## src/rtl/mherloa_pipe_adder.sv

```systemverilog
// mherloa_pipe_adder: two-stage pipelined MHERLOA approximate adder for the
// APTPU PE accumulate path. Stage 1 produces sum bits [SPLIT-1:0] (approximate
// low part plus exact ripple above it) and the carry out of bit SPLIT-1. Stage 2
// finishes the exact upper add. Valid/ready on both sides, and two saturating
// profiling counters.
//
// Ports:
//   clk, rst_n          clock, asynchronous active-low reset
//   in_valid/in_ready   operand beat handshake (in_ready is combinational)
//   a, b                operands
//   k_cfg               requested approximate-part width for this beat
//   out_valid/out_ready result handshake
//   sum                 result, carry-out in the MSB
//   out_approx          result was produced in approximate mode
//   op_count            consumed results, saturating
//   approx_count        consumed approximate results, saturating
//   clr_stats           synchronous clear of both counters
module mherloa_pipe_adder #(
    parameter int unsigned ADDER_LENGTH  = 32,
    parameter int unsigned SPLIT         = 16,
    parameter int unsigned MAX_IMPRECISE = 16,
    parameter int unsigned CNT_W         = 32
) (
    input  logic                              clk,
    input  logic                              rst_n,
    input  logic                              in_valid,
    output logic                              in_ready,
    input  logic [ADDER_LENGTH-1:0]           a,
    input  logic [ADDER_LENGTH-1:0]           b,
    input  logic [$clog2(ADDER_LENGTH+1)-1:0] k_cfg,
    output logic                              out_valid,
    input  logic                              out_ready,
    output logic [ADDER_LENGTH:0]             sum,
    output logic                              out_approx,
    output logic [CNT_W-1:0]                  op_count,
    output logic [CNT_W-1:0]                  approx_count,
    input  logic                              clr_stats
);

    localparam int unsigned KW = $clog2(ADDER_LENGTH + 1);
    localparam int unsigned HW = ADDER_LENGTH - SPLIT;

    // Pipeline and counter state
    logic                 s1_valid_q, s1_valid_d;
    logic [SPLIT-1:0]     s1_lo_q, s1_lo_d;
    logic                 s1_c_q, s1_c_d;
    logic [HW-1:0]        s1_ahi_q, s1_ahi_d;
    logic [HW-1:0]        s1_bhi_q, s1_bhi_d;
    logic                 s1_apx_q, s1_apx_d;
    logic                 out_valid_q, out_valid_d;
    logic [ADDER_LENGTH:0] sum_q, sum_d;
    logic                 out_approx_q, out_approx_d;
    logic [CNT_W-1:0]     op_count_q, op_count_d;
    logic [CNT_W-1:0]     approx_count_q, approx_count_d;

    // Stage-1 combinational signals
    logic [KW-1:0]    ke_c;
    int unsigned      ke_n;
    logic [SPLIT-1:0] a_lo, b_lo, lo_keep, lo_apx;
    logic [SPLIT:0]   lo_cin, lo_exact;
    logic             x1, g2, t, c_ke;
    logic [HW:0]      hi_sum;
    logic             s2_en;
    logic             consume;

    assign a_lo = a[SPLIT-1:0];
    assign b_lo = b[SPLIT-1:0];

    // Effective approximate width: widths below 4 fall back to exact, large ones clamp
    always_comb begin
        if (k_cfg < KW'(4)) begin
            ke_c = '0;
        end else if (k_cfg > KW'(MAX_IMPRECISE)) begin
            ke_c = KW'(MAX_IMPRECISE);
        end else begin
            ke_c = k_cfg;
        end
    end

    // Low part: approximate bits below ke, exact ripple from bit ke up to SPLIT
    always_comb begin
        ke_n    = 32'(ke_c);
        x1      = 1'b0;
        g2      = 1'b0;
        c_ke    = 1'b0;
        lo_keep = '0;
        lo_apx  = '0;
        lo_cin  = '0;
        for (int unsigned i = 0; i < SPLIT; i++) begin
            if (i + 1 == ke_n) begin
                x1   = a_lo[i] ^ b_lo[i];
                c_ke = a_lo[i] & b_lo[i];
            end
            if (i + 2 == ke_n) begin
                g2 = a_lo[i] & b_lo[i];
            end
            lo_keep[i] = (i >= ke_n);
        end
        t = x1 & g2;
        for (int unsigned i = 0; i < SPLIT; i++) begin
            if (i + 4 < ke_n) begin
                lo_apx[i] = 1'b1;
            end else if ((i + 4 == ke_n) || (i + 3 == ke_n)) begin
                lo_apx[i] = a_lo[i] | b_lo[i] | t;
            end else if (i + 2 == ke_n) begin
                lo_apx[i] = (a_lo[i] | b_lo[i]) & ~(g2 & ~x1);
            end else if (i + 1 == ke_n) begin
                lo_apx[i] = x1 | g2;
            end
        end
        // ke never exceeds SPLIT, so the injected carry lands at most in the carry-out slot
        for (int unsigned i = 0; i <= SPLIT; i++) begin
            lo_cin[i] = c_ke & (i == ke_n);
        end
        lo_exact = {1'b0, a_lo & lo_keep} + {1'b0, b_lo & lo_keep} + lo_cin;
    end

    // Stage 2 can take a new beat when empty or when its result is leaving
    assign s2_en    = ~out_valid_q | out_ready;
    assign in_ready = ~s1_valid_q | s2_en;
    assign consume  = out_valid_q & out_ready;
    assign hi_sum   = {1'b0, s1_ahi_q} + {1'b0, s1_bhi_q} + (HW+1)'(s1_c_q);

    // Next-state for pipeline and counters
    always_comb begin
        s1_valid_d     = s1_valid_q;
        s1_lo_d        = s1_lo_q;
        s1_c_d         = s1_c_q;
        s1_ahi_d       = s1_ahi_q;
        s1_bhi_d       = s1_bhi_q;
        s1_apx_d       = s1_apx_q;
        out_valid_d    = out_valid_q;
        sum_d          = sum_q;
        out_approx_d   = out_approx_q;
        op_count_d     = op_count_q;
        approx_count_d = approx_count_q;

        if (in_ready) begin
            s1_valid_d = in_valid;
            if (in_valid) begin
                s1_lo_d  = lo_exact[SPLIT-1:0] | lo_apx;
                s1_c_d   = lo_exact[SPLIT];
                s1_ahi_d = a[ADDER_LENGTH-1:SPLIT];
                s1_bhi_d = b[ADDER_LENGTH-1:SPLIT];
                s1_apx_d = (ke_c != '0);
            end
        end

        if (s2_en) begin
            out_valid_d = s1_valid_q;
            if (s1_valid_q) begin
                sum_d        = {hi_sum, s1_lo_q};
                out_approx_d = s1_apx_q;
            end
        end

        if (clr_stats) begin
            op_count_d     = '0;
            approx_count_d = '0;
        end else if (consume) begin
            if (op_count_q != '1) begin
                op_count_d = op_count_q + CNT_W'(1);
            end
            if (out_approx_q && (approx_count_q != '1)) begin
                approx_count_d = approx_count_q + CNT_W'(1);
            end
        end
    end

    // State registers
    always_ff @(posedge clk or negedge rst_n) begin
        if (!rst_n) begin
            s1_valid_q     <= 1'b0;
            s1_lo_q        <= '0;
            s1_c_q         <= 1'b0;
            s1_ahi_q       <= '0;
            s1_bhi_q       <= '0;
            s1_apx_q       <= 1'b0;
            out_valid_q    <= 1'b0;
            sum_q          <= '0;
            out_approx_q   <= 1'b0;
            op_count_q     <= '0;
            approx_count_q <= '0;
        end else begin
            s1_valid_q     <= s1_valid_d;
            s1_lo_q        <= s1_lo_d;
            s1_c_q         <= s1_c_d;
            s1_ahi_q       <= s1_ahi_d;
            s1_bhi_q       <= s1_bhi_d;
            s1_apx_q       <= s1_apx_d;
            out_valid_q    <= out_valid_d;
            sum_q          <= sum_d;
            out_approx_q   <= out_approx_d;
            op_count_q     <= op_count_d;
            approx_count_q <= approx_count_d;
        end
    end

    assign out_valid    = out_valid_q;
    assign sum          = sum_q;
    assign out_approx   = out_approx_q;
    assign op_count     = op_count_q;
    assign approx_count = approx_count_q;

endmodule

```

## config.mk

```make
export PLATFORM = sky130hd
export DESIGN_NAME = mherloa_pipe_adder
export DESIGN_NICKNAME = d
export VERILOG_FILES = /design/src/rtl/mherloa_pipe_adder.sv
export SDC_FILE = /design/constraint.sdc
export NUM_CORES = 1
export LEC_CHECK = 0
export ABC_AREA = 1
export BUFFER_PORTS_ARGS = -buffer_cell sky130_fd_sc_hd__buf_4
export CAP_MARGIN = 30
export CORE_AREA = 5 5 191 193
export CTS_BUF_LIST = sky130_fd_sc_hd__clkbuf_8
export DETAILED_ROUTE_END_ITERATION = 7
export DIE_AREA = 0 0 196 198
export PLACE_DENSITY = 0.51
export SYNTH_ARGS = -nofsm -noshare
export SYNTH_HDL_FRONTEND = slang
export SYNTH_SLANG_ARGS = --single-unit
```

## constraint.sdc

```tcl
create_clock -name clk -period 2.88 [get_ports clk]
set_input_delay 0.144 -clock clk [delete_from_list [all_inputs] [get_ports clk]]
set_output_delay 0.144 -clock clk [all_outputs]
set_load 0.02 [all_outputs]
```

Word-level counts from Yosys, hierarchy flattened
Cells that the tools add are included.
- add/sub/neg operators: 6
- order comparisons: 34
- equal/unequal tests: 21
- mux-type cells: 120
- bitwise logic cells: 110
- reduce and logical (&&, ||, !) cells: 26
- operator list (cell ; number):
    $mux W32 ; 6
    $mux W1 ; 112
    $add A32 B1 Y32 const B ; 2
    $ne A32 B32 Y1 const B ; 2
    $and A1 B1 Y1 ; 52
    $eq A4 B6 Y1 const A ; 8
    $ge A4 B6 Y1 const A ; 8
    $lt A4 B6 Y1 const A ; 8
    $or A1 B1 Y1 ; 35
    $add A16 B16 Y17 ; 2
    $and A16 B16 Y16 ; 2
    $eq A3 B6 Y1 const A ; 4
    $eq A5 B6 Y1 const A ; 4
    $ge A3 B6 Y1 const A ; 4
    $lt A3 B6 Y1 const A ; 4
    $lt A5 B6 Y1 const A ; 4
    $add A17 B1 Y17 ; 1
    $add A17 B17 Y17 ; 1
    $logic_or A1 B1 Y1 ; 16
    $or A16 B16 Y16 ; 1
    $xor A1 B1 Y1 ; 16
    $eq A2 B6 Y1 const A ; 2
    $ge A1 B6 Y1 const A ; 2
    $ge A2 B6 Y1 const A ; 2
    other kinds (10) ; 19
- register bits after elaboration: 150
- output and inout bits: 100

Logic depth before layout (Yosys ltp)
Gate-level depths: netlist of the first run.
- depth in word-level cells: 28
- depth in mapped cells: 29
- depth with buffers taken out: 29

Worst setup path before layout of the first run
No wires, ideal clock.
- path type: input to register
- start: input k_cfg[4]
- end: register s1_c_q
- library setup time: 0.133 ns
- arrival: 3.401 ns
- required time: 2.747 ns
- path slack: -0.653 ns
- cell stages on the path: 26
- path buffers: 0
- path through: nor2_4 -> nand3_1 -> nor2_1 -> nand2_1 -> inv_1 -> nand2_1 -> nand2_1 -> o21ai_1 -> nand2_1 -> o21ai_1 -> nand2_1 -> o21ai_1 -> nand2_1 -> nand2_1 -> fa_1 -> inv_1 -> ha_1 -> a21oi_1 -> o21ai_0 -> nand2_1 -> o2111ai_1 -> a21oi_1 -> o21bai_1 -> or2_2 -> nand3_1 -> o21ai_0
- longest elaborated chain between the ends: 22
- elaborated cells on any way between the ends: 74
- classes of those cells: 2 x add/sub; 18 x order compare; 16 x eq/ne; 18 x mux; 19 x bitwise; 1 x reduce/logical
- ends and longest elaborated chain (element ; RTL line ; text):
    start: declaration ; 30 ; input logic [$clog2(ADDER_LENGTH+1)-1:0] k_cfg,
    $gt A6 B5 Y1 ; 73 ; end else if (k_cfg > KW'(MAX_IMPRECISE)) begin
    $mux W6 ; 73 ;
    $mux W6 * ; 71 ; if (k_cfg < KW'(4)) begin
    $eq A1 B6 Y1 ; 90, 113 ;
    $mux W1 (16 in a row) ; 90 ; if (i + 1 == ke_n) begin
    $and A1 B1 Y1 ; 113 ; lo_cin[i] = c_ke & (i == ke_n);
    $add A17 B17 Y17 * ; 115 ; lo_exact = {1'b0, a_lo & lo_keep} + {1'b0, b_lo & lo_keep} + lo_cin;
    end signal: assignment ; 175 ; s1_c_q <= 1'b0;
    end signal: assignment ; 187 ; s1_c_q <= s1_c_d;
    end: declaration ; 46 ; logic s1_c_q, s1_c_d;
Mark *: on every way between the ends. The rest lies on a longest branch, timed or not.
A chain may end at the register's enable or synchronous reset.

Worst setup path in the final report of the first run
- start: input k_cfg[5]
- end: register s1_c_q
The elaborated chain is that of the path after synthesis.

==> results of run 1 <==
==> final cells by class <==
class                      count  area (um^2)
inverter                     212          797
clock buffer                  19          262
fill                        3610        19400
tap                          455          569
sequential                   150         3750
antenna                        1         2.50
multi-input combinational   1101         6190
clock inverter                13          181
timing repair buffer         404         3220
==> cell families (layout without fill, tap and decap cells) <==
| logic type | Yosys count | count (layout) | share of synthesized area (%) |
|---|---|---|---|
| xor gates and xnor gates | 34 | 34 | 2.81 |
| and+or+nand+nor | 797 | 797 | 31.8 |
| buffers and inverters | 245 | 648 | 8.97 |
| other | 2 | 5 | 0.0708 |
| adders and majority gates | 81 | 81 | 10.9 |
| AOI/OAI and AO/OA | 185 | 185 | 10.0 |
| DFF | 150 | 150 | 35.4 |
==> path summary, 6_finish.rpt <==
kind	start	endpoint	cells past startpoint
hold reg to reg	s1_lo_q[4]	sum[4]	2
hold / removal	clr_stats	approx_count[2]	2
min in group asynchronous	rst_n	op_count[26]	2
max in group asynchronous	rst_n	s1_ahi_q[6]	3
setup / recovery	k_cfg[5]	s1_c_q	27
setup reg to reg	op_count[0]	op_count[22]	16
==> layout by cell type, fill, tap and decap left out, types with 9 or more instances in the layout <==
cell,instances
o21ai_0,54
fa_1,19
xor2_1,24
a21oi_1,54
xnor2_1,10
nand2_1,464
nand2_2,22
a31oi_1,11
inv_1,194
buf_4,359
nor4_1,19
dlygate4sd3_1,34
clkbuf_8,19
nor2_1,135
o31ai_1,19
dfrtp_1,150
nor2_2,9
o21ai_1,9
ha_1,55
nand4_1,37
inv_2,19
nor3_1,36
nand3_1,44
==> state kept, by name (all words and copies together) (netlist names), 16 cells and up <==
name	flops
s1_lo_q	16
s1_ahi_q	16
op_count	32
s1_bhi_q	16
approx_count	32
sum	33
==> routing by layer <==
metal | part of all wire [%] | vias up | wire, um
li1 | - | 5575 | -
met1 | 46 | 5135 | 16500
met2 | 46 | 302 | 16300
met3 | 6.0 | 59 | 2150
met4 | 2.5 | 0 | 891
met5 | 0 | - | 0
==> critical path, cell delays in order <==
cell and delay (ns):
buf_6 0.10, nor2_4 0.13, buf_12 0.14, nand4_1 0.13
inv_2 0.12, nand3_4 0.08, o21ai_2 0.13, nand2_1 0.08
o21ai_2 0.15, nand2_1 0.08, o21ai_2 0.11, nand2_1 0.08
o21ai_2 0.21, nand2_4 0.11, nand2_2 0.08, fa_1 0.41
inv_2 0.08, ha_4 0.22, a21oi_4 0.13, o21ai_1 0.07
nand2_1 0.09, o2111ai_2 0.16, a21oi_1 0.17, o21bai_1 0.10
or2_2 0.27, nand3_1 0.06, o21ai_1 0.07
==> what timing repair did <==
item,4_1_cts,5_1_grt
pin swaps,14,15
buffers inserted,14,4
resized for setup,36,16
hold buffers,34,0
endpoints found under the hold margin,101,0
setup endpoints to repair,12,17
==> power by group <==
group	internal [mW]	switching [mW]	leakage, nW
sequential	2.41	0.219	1.88
combinational	0.888	1.26	5.44
clock	0.986	0.851	0.221
==> summary.md, run 1 <==
| Metric | Value |
|---|---|
| Hold Slack | 0.145 ns |
| Reg2reg setup slack | 0.26 ns |
| CTS Buffer Depth | 2 |
| Post-synth EDFFs | 0 |
| CTS root buf | clkbuf_8 |
| CTS Buf Count | 17 |
| Pre-CTS setup slack | -1.14 ns |
| Crit path arrival time | 3.70 ns |
| Hold crit path type | primary input to register |
| Cell count after synthesis | 1494 |
| Slew Viols, Final | 0 |
| Die Span Y | 198 um |
| Drt first-iter violations | 687 |
| Antenna Violating Nets Remaining | 0 |
| Violated checks | negative setup slack |
| Largest area contributor in the netlist | dfrtp_1 |
| Yosys cell types | 49 |
| Final setup TNS | -4.02 ns |
| Largest cells by area after synthesis | dfrtp_1 (35%), nand2_1 (17%), ha_1 (7.3%) |
| Met3 Track Usage GR | 3.68% |
| DIE AREA | 0.0388 mm^2 |
| Tot GR Track Use | 18.6% |
| Top cells by count, synth | nand2_1 (479), inv_1 (206), dfrtp_1 (150), nor2_1 (139) |
| Minimum clock period | 3.36 ns |
| PortBufs | 174 |
| Post-DP Area | 0.0139 mm^2 |
| Synth-to-Final Area Change | 41.2% |
| Clk_lat worst skew | 0.46 ns |
| Max IR drop VDD | 362 uV |
| Clock-pin slew on the worst setup and hold paths | 0.09 ns |
| Vias | 11100 |
| CTS tree | yes |
| Prevailing post-synth register cell | dfrtp_1 |
| Top-area cell type share of the netlist area | 35.4% |
| Seq/Total Area, Yosys | 35.4% |
| Mapped Area | 0.0106 mm^2 |
| Grt total ovfl | 0 |
| Final Setup Violations | 12 |
| Power Total | 6.61 mW |
| Global routing's busiest layer | met2 |
| Drt first pass iters | 5 |
| Max-cap viol count | 0 |
| Setup ws final | -0.482 ns |
| Most numerous cell in the Yosys netlist | nand2_1 |
| Met1 Use GR | 25.5% |
| Total core area | 0.0344 mm^2 |
| Syn avg cell area | 7.10 um^2 |
| Pwr/cell area | 441 mW/mm^2 |
| # rows | 68 |
| Overall routed net length | 35.9 mm |
| Worst Path Max Fanout | 8 |
| # H-tree levels | 4 |
| GR Layer Usage met2 | 30.0% |
| Status | finished with violations |
| CP required | 3.22 ns |
| P_leak | 7.54 nW |
| Critical path launch point type | primary input |
| Vias per cell | 4.70 |
| Drt wl/cell | 15.2 um |
| Hpwl dp | 28.5 mm |
| Final nets | 2042 |
| Cell area after layout | 0.0150 mm^2 |
| Share of layout cells above drive strength 1 | 26.3% |
| Critical Path Sink Type | register |
| Post-synth ARST share | 100% |
| Placer Congestion | 0.905 |
| Worst-Margin Slew | 0.682 ns |
| Synthesis-stage register bit count | 150 |
| Initial core utilization | 30.8% |
| Max Clock Freq | 0.297 GHz |
| DRC | 0 |
| Period utilization | 117% |
| Final Hold Vio Count | 0 |
| Util after Layout | 43.6% |
| Initial antenna violation count | 1 |
| # clock sinks | 150 |
| First-pass GRT wire length | 58.8 mm |
| Vias in the first global route | 11300 |
| Final setup skew | 0.0139 ns |
| Setup Crit Path Kind | primary input to register |
| Final Non-Filler Cells | 2355 |
| Slew HR | 54.5% |
| Post-Place Cells | 2270 |
| Synth warn | 0 |
| I/O pin cnt | 175 |
| RSZ-0062 raised after global routing | true |
| Largest net degree at the start of global routing | 72 |
| Die X | 196 um |
Power figures use the tool's default switching activity.
==> run 2: changes to the inputs <==
PLACE_DENSITY = 0.46   (was 0.51)
SETUP_SLACK_MARGIN = 0.4   (was default)
==> summary.md, run 2 (synthesized netlist as in run 1, its figures left out) <==
| Metric | Value |
|---|---|
| Hold crit path type | primary input to register (unchanged) |
| # rows | 68 (unchanged) |
| Max Used Layer | met4 (unchanged) |
| Status | finished with violations (unchanged) |
| Max IR drop VDD | 336 uV (was 362 uV) |
| Die X | 196 um (unchanged) |
| CP peak stage delay | 0.42 ns (was 0.41 ns) |
| Diode count | 0 (was 1) |
| PortBufs | 174 (unchanged) |
| Final Setup Violations | 17 (was 12) |
| Drt first-iter violations | 516 (was 687) |
| Commonest non-fill, non-tap cells in the layout | nand2_1 (440), buf_4 (374), inv_1 (191) (was nand2_1 (464), buf_4 (359), inv_1 (194)) |
| Setup Crit Path Kind | primary input to register (unchanged) |
| Minimum clock period | 3.36 ns (about the same) |
| Number of flip-flops under the largest register name | 33 (unchanged) |
| Vias in the first global route | 11200 (was 11300) |
| P_leak | 7.77 nW (was 7.54 nW) |
| Tot GR Track Use | 19.0% (was 18.6%) |
| Max Clock Freq | 0.298 GHz (was 0.297 GHz) |
| CTS Buffer Depth | 2 (unchanged) |
| Clock-pin slew on the worst setup and hold paths | 0.09 ns (about the same) |
| DRC | 0 (unchanged) |
| CP required | 3.23 ns (was 3.22 ns) |
| DIE AREA | 0.0388 mm^2 (unchanged) |
| Vias | 11100 (about the same) |
| Initial antenna violation count | 0 (was 1) |
| Drt first pass iters | 5 (unchanged) |
| Worst-Margin Slew | 0.925 ns (was 0.682 ns) |
| # H-tree levels | 4 (unchanged) |
| Violated checks | negative setup slack (unchanged) |
| Die Span Y | 198 um (unchanged) |
| Share of layout cells above drive strength 1 | 29.8% (was 26.3%) |
| # clock sinks | 150 (unchanged) |
| Met2 WL | 17.3 mm (was 16.3 mm) |
| CTS root buf | clkbuf_8 (unchanged) |
| WL met1 | 17.2 mm (was 16.5 mm) |
| Slew HR | 38.3% (was 54.5%) |
| Final setup TNS | -6.70 ns (was -4.02 ns) |
| RSZ-0062 raised after global routing | true (unchanged) |
| Vias per cell | 4.66 (was 4.70) |
| Slew Viols, Final | 0 (unchanged) |
| Final nets | 2066 (was 2042) |
| I/O pin cnt | 175 (unchanged) |
| First-pass GRT wire length | 59.3 mm (was 58.8 mm) |
| Final setup skew | 0.0152 ns (was 0.0139 ns) |
| Pre-CTS setup slack | -1.21 ns (was -1.14 ns) |
| Worst Path Max Fanout | 6 (was 8) |
| Initial core utilization | 30.8% (unchanged) |
| Hpwl dp | 28.8 mm (was 28.5 mm) |
| Period utilization | 117% (about the same) |
| Final Hold Vio Count | 0 (unchanged) |
| CTS tree | yes (unchanged) |
| Drt wl/cell | 15.6 um (was 15.2 um) |
| Total core area | 0.0344 mm^2 (unchanged) |
| Max-cap viol count | 0 (unchanged) |
| Grt total ovfl | 0 (unchanged) |
| CTS Buf Count | 17 (unchanged) |
| Met3 wire len | 1.81 mm (was 2.15 mm) |
| Critical path launch point type | primary input (unchanged) |
| Overall routed net length | 37.1 mm (was 35.9 mm) |
| Critical Path Sink Type | register (unchanged) |
| Antenna Violating Nets Remaining | 0 (unchanged) |
| Most frequent CP cell | nand2_1 |
| Largest net degree at the start of global routing | 73 (was 72) |
| Crit path arrival time | 3.71 ns (was 3.70 ns) |
| Synth-to-Final Area Change | 45.5% (was 41.2%) |
| Clk_lat worst skew | 0.46 ns (about the same) |
| Pwr/cell area | 425 mW/mm^2 (was 441 mW/mm^2) |
| Filler instances | 3629 (was 3610) |
| Placer Congestion | 0.900 (was 0.905) |
| Commonest non-fill, non-tap cell in the layout | nand2_1 (unchanged) |
| Slowest-stage cell, CP | fa_1 (unchanged) |
| Setup ws final | -0.478 ns (was -0.482 ns) |
-- run 2: cell types whose count changed in the layout (fill, tap and decap cells not counted), sizes merged --
cell / delta
buf: +24
clkinvlp: +1
diode: -1
bufinv: -2
clkbuf: -1
clkinv: +2
-- run 2: final timing paths --
path                                  start               end  slack [ns]  depth (start not counted)
worst max-delay path               k_cfg[5]        s1_lo_q[9]       -0.48                         28
max in group asynchronous             rst_n           sum[12]        1.82                          3
worst min register to register   s1_lo_q[3]            sum[3]        0.47                          2
worst min-delay path              clr_stats  approx_count[20]        0.15                          2
worst max register to register  s1_bhi_q[0]           sum[26]        0.39                         17
min in group asynchronous             rst_n      op_count[24]        0.28                          2
-- run 2: worst max-delay path, delay by kind of cell --
kind,cells,cell delay (ns)
AOI/OAI and AO/OA,8,1.02
and+or+nand+nor,13,1.35
xor gates and xnor gates,1,0.19
adders and majority gates,2,0.63
buffers and inverters,4,0.37
-- run 2: power by group --
| group | switching [mW] | internal, mW | total, mW |
|---|---|---|---|
| Sequential | 0.219 | 2.41 | 2.63 |
| Combinational | 1.32 | 0.975 | 2.30 |
| Clock | 0.852 | 0.784 | 1.64 |
| Total | 2.40 | 4.17 | 6.56 |
-- run 2: per-layer routing --
layer	global-route usage (%)	up-vias
met5	0	-
met1	25.3	5163
met4	4.84	0
met3	3.86	49
met2	31.7	250
li1	-	5615
-- run 2: repair_timing --
action	4_1_cts	5_1_grt
gates resized for setup	70	67
buffers inserted	38	19
gates cloned	1	0
endpoints found under the setup margin	38	61
hold buffers	34	0
hold endpoints to repair	102	0
pin swaps	30	46
-- run 2: metrics by stage --
stage	power, mW	hold slack, ns	area, um^2	cells	utilization (%)
2_1_floorplan	3.75	-0.152	10700	1496	-
3_3_place_gp	4.73	0.221	13700	2254	39.9
3_5_place_dp	4.74	0.223	13700	2254	39.9
4_1_cts	6.55	0.124	15100	2359	43.8
5_1_grt	7.00	0.137	15400	2378	44.9
6_report	6.56	0.150	15400	2378	44.9
-- run 2: final cells by class --
| cell class | count | area (um^2) | share of cell area, % |
|---|---|---|---|
| flip-flops and latches | 150 | 3760 | 24.3 |
| inverters | 212 | 803 | 5.21 |
| multi-input cells | 1101 | 6470 | 41.9 |
| clock buffers | 18 | 248 | 1.61 |
| well taps | 455 | 569 | 3.69 |
| clock inverters | 14 | 136 | 0.884 |
| repair buffers | 428 | 3450 | 22.4 |
==> run 3: changes to the inputs <==
MAX_ROUTING_LAYER = met4   (was default)
==> summary.md, run 3 (synthesized netlist as in run 1, its figures left out) <==
| Metric | Value |
|---|---|
| Antenna Violating Nets Remaining | 0 (unchanged) |
| Initial antenna violation count | 0 (unchanged) |
| Drt first-iter violations | 488 (was 516) |
| WP buf/inv | 8 (was 4) |
| Clk_lat worst skew | 0.46 ns (about the same) |
| Final Setup Violations | 12 (was 17) |
| CTS root buf | clkbuf_8 (unchanged) |
| Slew HR | 36.3% (was 38.3%) |
| # H-tree levels | 4 (unchanged) |
| Initial core utilization | 30.8% (unchanged) |
| Final Hold Vio Count | 0 (unchanged) |
| Switching power | 2.39 mW (was 2.40 mW) |
| Grt total ovfl | 0 (unchanged) |
| Vias in the first global route | 11000 (was 11200) |
| First-pass GRT wire length | 58.2 mm (was 59.3 mm) |
| Commonest non-fill, non-tap cell in the layout | nand2_1 (unchanged) |
| Die X | 196 um (unchanged) |
| CTS Buffer Depth | 2 (unchanged) |
| Final setup skew | 0.0206 ns (was 0.0152 ns) |
| Worst Path Max Fanout | 6 (unchanged) |
| Placer Congestion | 0.924 (was 0.900) |
| RSZ-0062 raised after global routing | true (unchanged) |
| Vias per cell | 4.68 (was 4.66) |
| Synth-to-Final Area Change | 41.6% (was 45.5%) |
| Crit path arrival time | 3.69 ns (was 3.71 ns) |
| Worst path depth | 29 (was 28) |
| Pint | 4.03 mW (was 4.17 mW) |
| DRC | 0 (unchanged) |
| Max-cap viol count | 0 (unchanged) |
| Die Span Y | 198 um (unchanged) |
| Hpwl dp | 28.6 mm (was 28.8 mm) |
| Critical path launch point type | primary input (unchanged) |
| Reg power frac | 40.9% (was 40.0%) |
| Diode count | 0 (unchanged) |
| Violated checks | negative setup slack (unchanged) |
| Setup Crit Path Kind | primary input to register (unchanged) |
| CP required | 3.23 ns (about the same) |
| Final setup TNS | -3.66 ns (was -6.70 ns) |
| Drt wl/cell | 15.5 um (was 15.6 um) |
| CTS tree | yes (unchanged) |
| Pre-CTS setup slack | -1.18 ns (was -1.21 ns) |
| Pwr/cell area | 428 mW/mm^2 (was 425 mW/mm^2) |
| DIE AREA | 0.0388 mm^2 (unchanged) |
| Tot GR Track Use | 19.1% (was 19.0%) |
| Share of layout cells above drive strength 1 | 28.2% (was 29.8%) |
| Period utilization | 116% (was 117%) |
| Largest net degree at the start of global routing | 71 (was 73) |
| Commonest non-fill, non-tap cells in the layout | nand2_1 (454), buf_4 (355), inv_1 (192) (was nand2_1 (440), buf_4 (374), inv_1 (191)) |
| Worst-Margin Slew | 0.955 ns (was 0.925 ns) |
| Number of flip-flops under the largest register name | 33 (unchanged) |
| CTS Buf Count | 17 (unchanged) |
| Hold crit path type | primary input to register (unchanged) |
| Comb power frac | 34.7% (was 35.1%) |
| Overall routed net length | 36.4 mm (was 37.1 mm) |
| Vias | 11000 (was 11100) |
| Slowest-stage cell, CP | fa_1 (unchanged) |
| Clock-pin slew on the worst setup and hold paths | 0.09 ns (about the same) |
| Setup ws final | -0.457 ns (was -0.478 ns) |
| Drt first pass iters | 7 (was 5) |
| Most frequent CP cell | nand2_1 (unchanged) |
| Minimum clock period | 3.34 ns (was 3.36 ns) |
| Slew Viols, Final | 0 (unchanged) |
| CP peak stage delay | 0.56 ns (was 0.42 ns) |
| PortBufs | 174 (unchanged) |
| # clock sinks | 150 (unchanged) |
| Max Clock Freq | 0.300 GHz (was 0.298 GHz) |
| Clock power frac | 24.3% (was 24.9%) |
| Max IR drop VDD | 322 uV (was 336 uV) |
| I/O pin cnt | 175 (unchanged) |
| Total core area | 0.0344 mm^2 (unchanged) |
| Top delay family on crit path | simple AND/OR/NAND/NOR gates (unchanged) |
| Hold Crit Depth | 2 (unchanged) |
| # rows | 68 (unchanged) |
| Status | finished with violations (unchanged) |
| Reg2reg path depth | 17 (unchanged) |
| Net Sw Frac | 37.2% (was 36.5%) |
| Final nets | 2038 (was 2066) |
| P_leak | 7.54 nW (was 7.77 nW) |
| Critical Path Sink Type | register (unchanged) |
-- run 3: layer usage --
layer,track usage [%],wire length [um],share of wire (%),up-vias
li1,-,-,-,5559
met1,24.9,16700,46,5096
met2,30.2,16600,46,274
met3,3.98,2190,6.0,60
met4,5.33,864,2.4,0
met5,-,0,0,-
-- run 3: power by group through the flow --
stage | Sequential [mW] | Combinational [mW] | Clock [mW]
after floorplan | 2.86 | 0.893 | 0
after CTS | 2.63 | 2.16 | 1.61
after global placement | 2.67 | 2.06 | 0
after detailed placement | 2.66 | 2.07 | 0
after global routing | 2.67 | 2.48 | 1.70
final | 2.63 | 2.23 | 1.56
-- run 3: final cells by class --
type                    count  area [um^2]
fillers                  3624        19400
clock inverters            12          108
inverters                 212          801
clock buffers              18          248
well taps                 455          569
multi-input cells        1101         6360
flip-flops and latches    150         3760
repair buffers            400         3170
-- run 3: timing repair --
item	CTS	global route
hold endpoints to repair	101	0
endpoints found under the setup margin	41	60
gates resized for setup	44	61
gates cloned	1	0
buffers inserted	8	22
hold buffers	34	0
pin swaps	11	44
-- run 3: path summary, 6_finish.rpt --
path	to	start	slack (ns)
max	s1_lo_q[12]	k_cfg[4]	-0.46
min in group asynchronous	op_count[24]	rst_n	0.26
min	op_count[7]	clr_stats	0.14
max in group asynchronous	s1_ahi_q[8]	rst_n	1.81
min reg2reg	sum[3]	s1_lo_q[3]	0.47
max reg2reg	sum[26]	s1_c_q	0.34
-- run 3: through the flow --
step	instances	total power [mW]	util, %	cell area [um^2]	hold WS (ns)
6_report	2348	6.42	43.7	15000	0.144
3_3_place_gp	2253	4.73	39.9	13700	0.228
5_1_grt	2348	6.85	43.7	15000	0.135
2_1_floorplan	1496	3.75	-	10700	-0.152
4_1_cts	2326	6.41	42.6	14700	0.117
3_5_place_dp	2253	4.73	39.9	13700	0.226
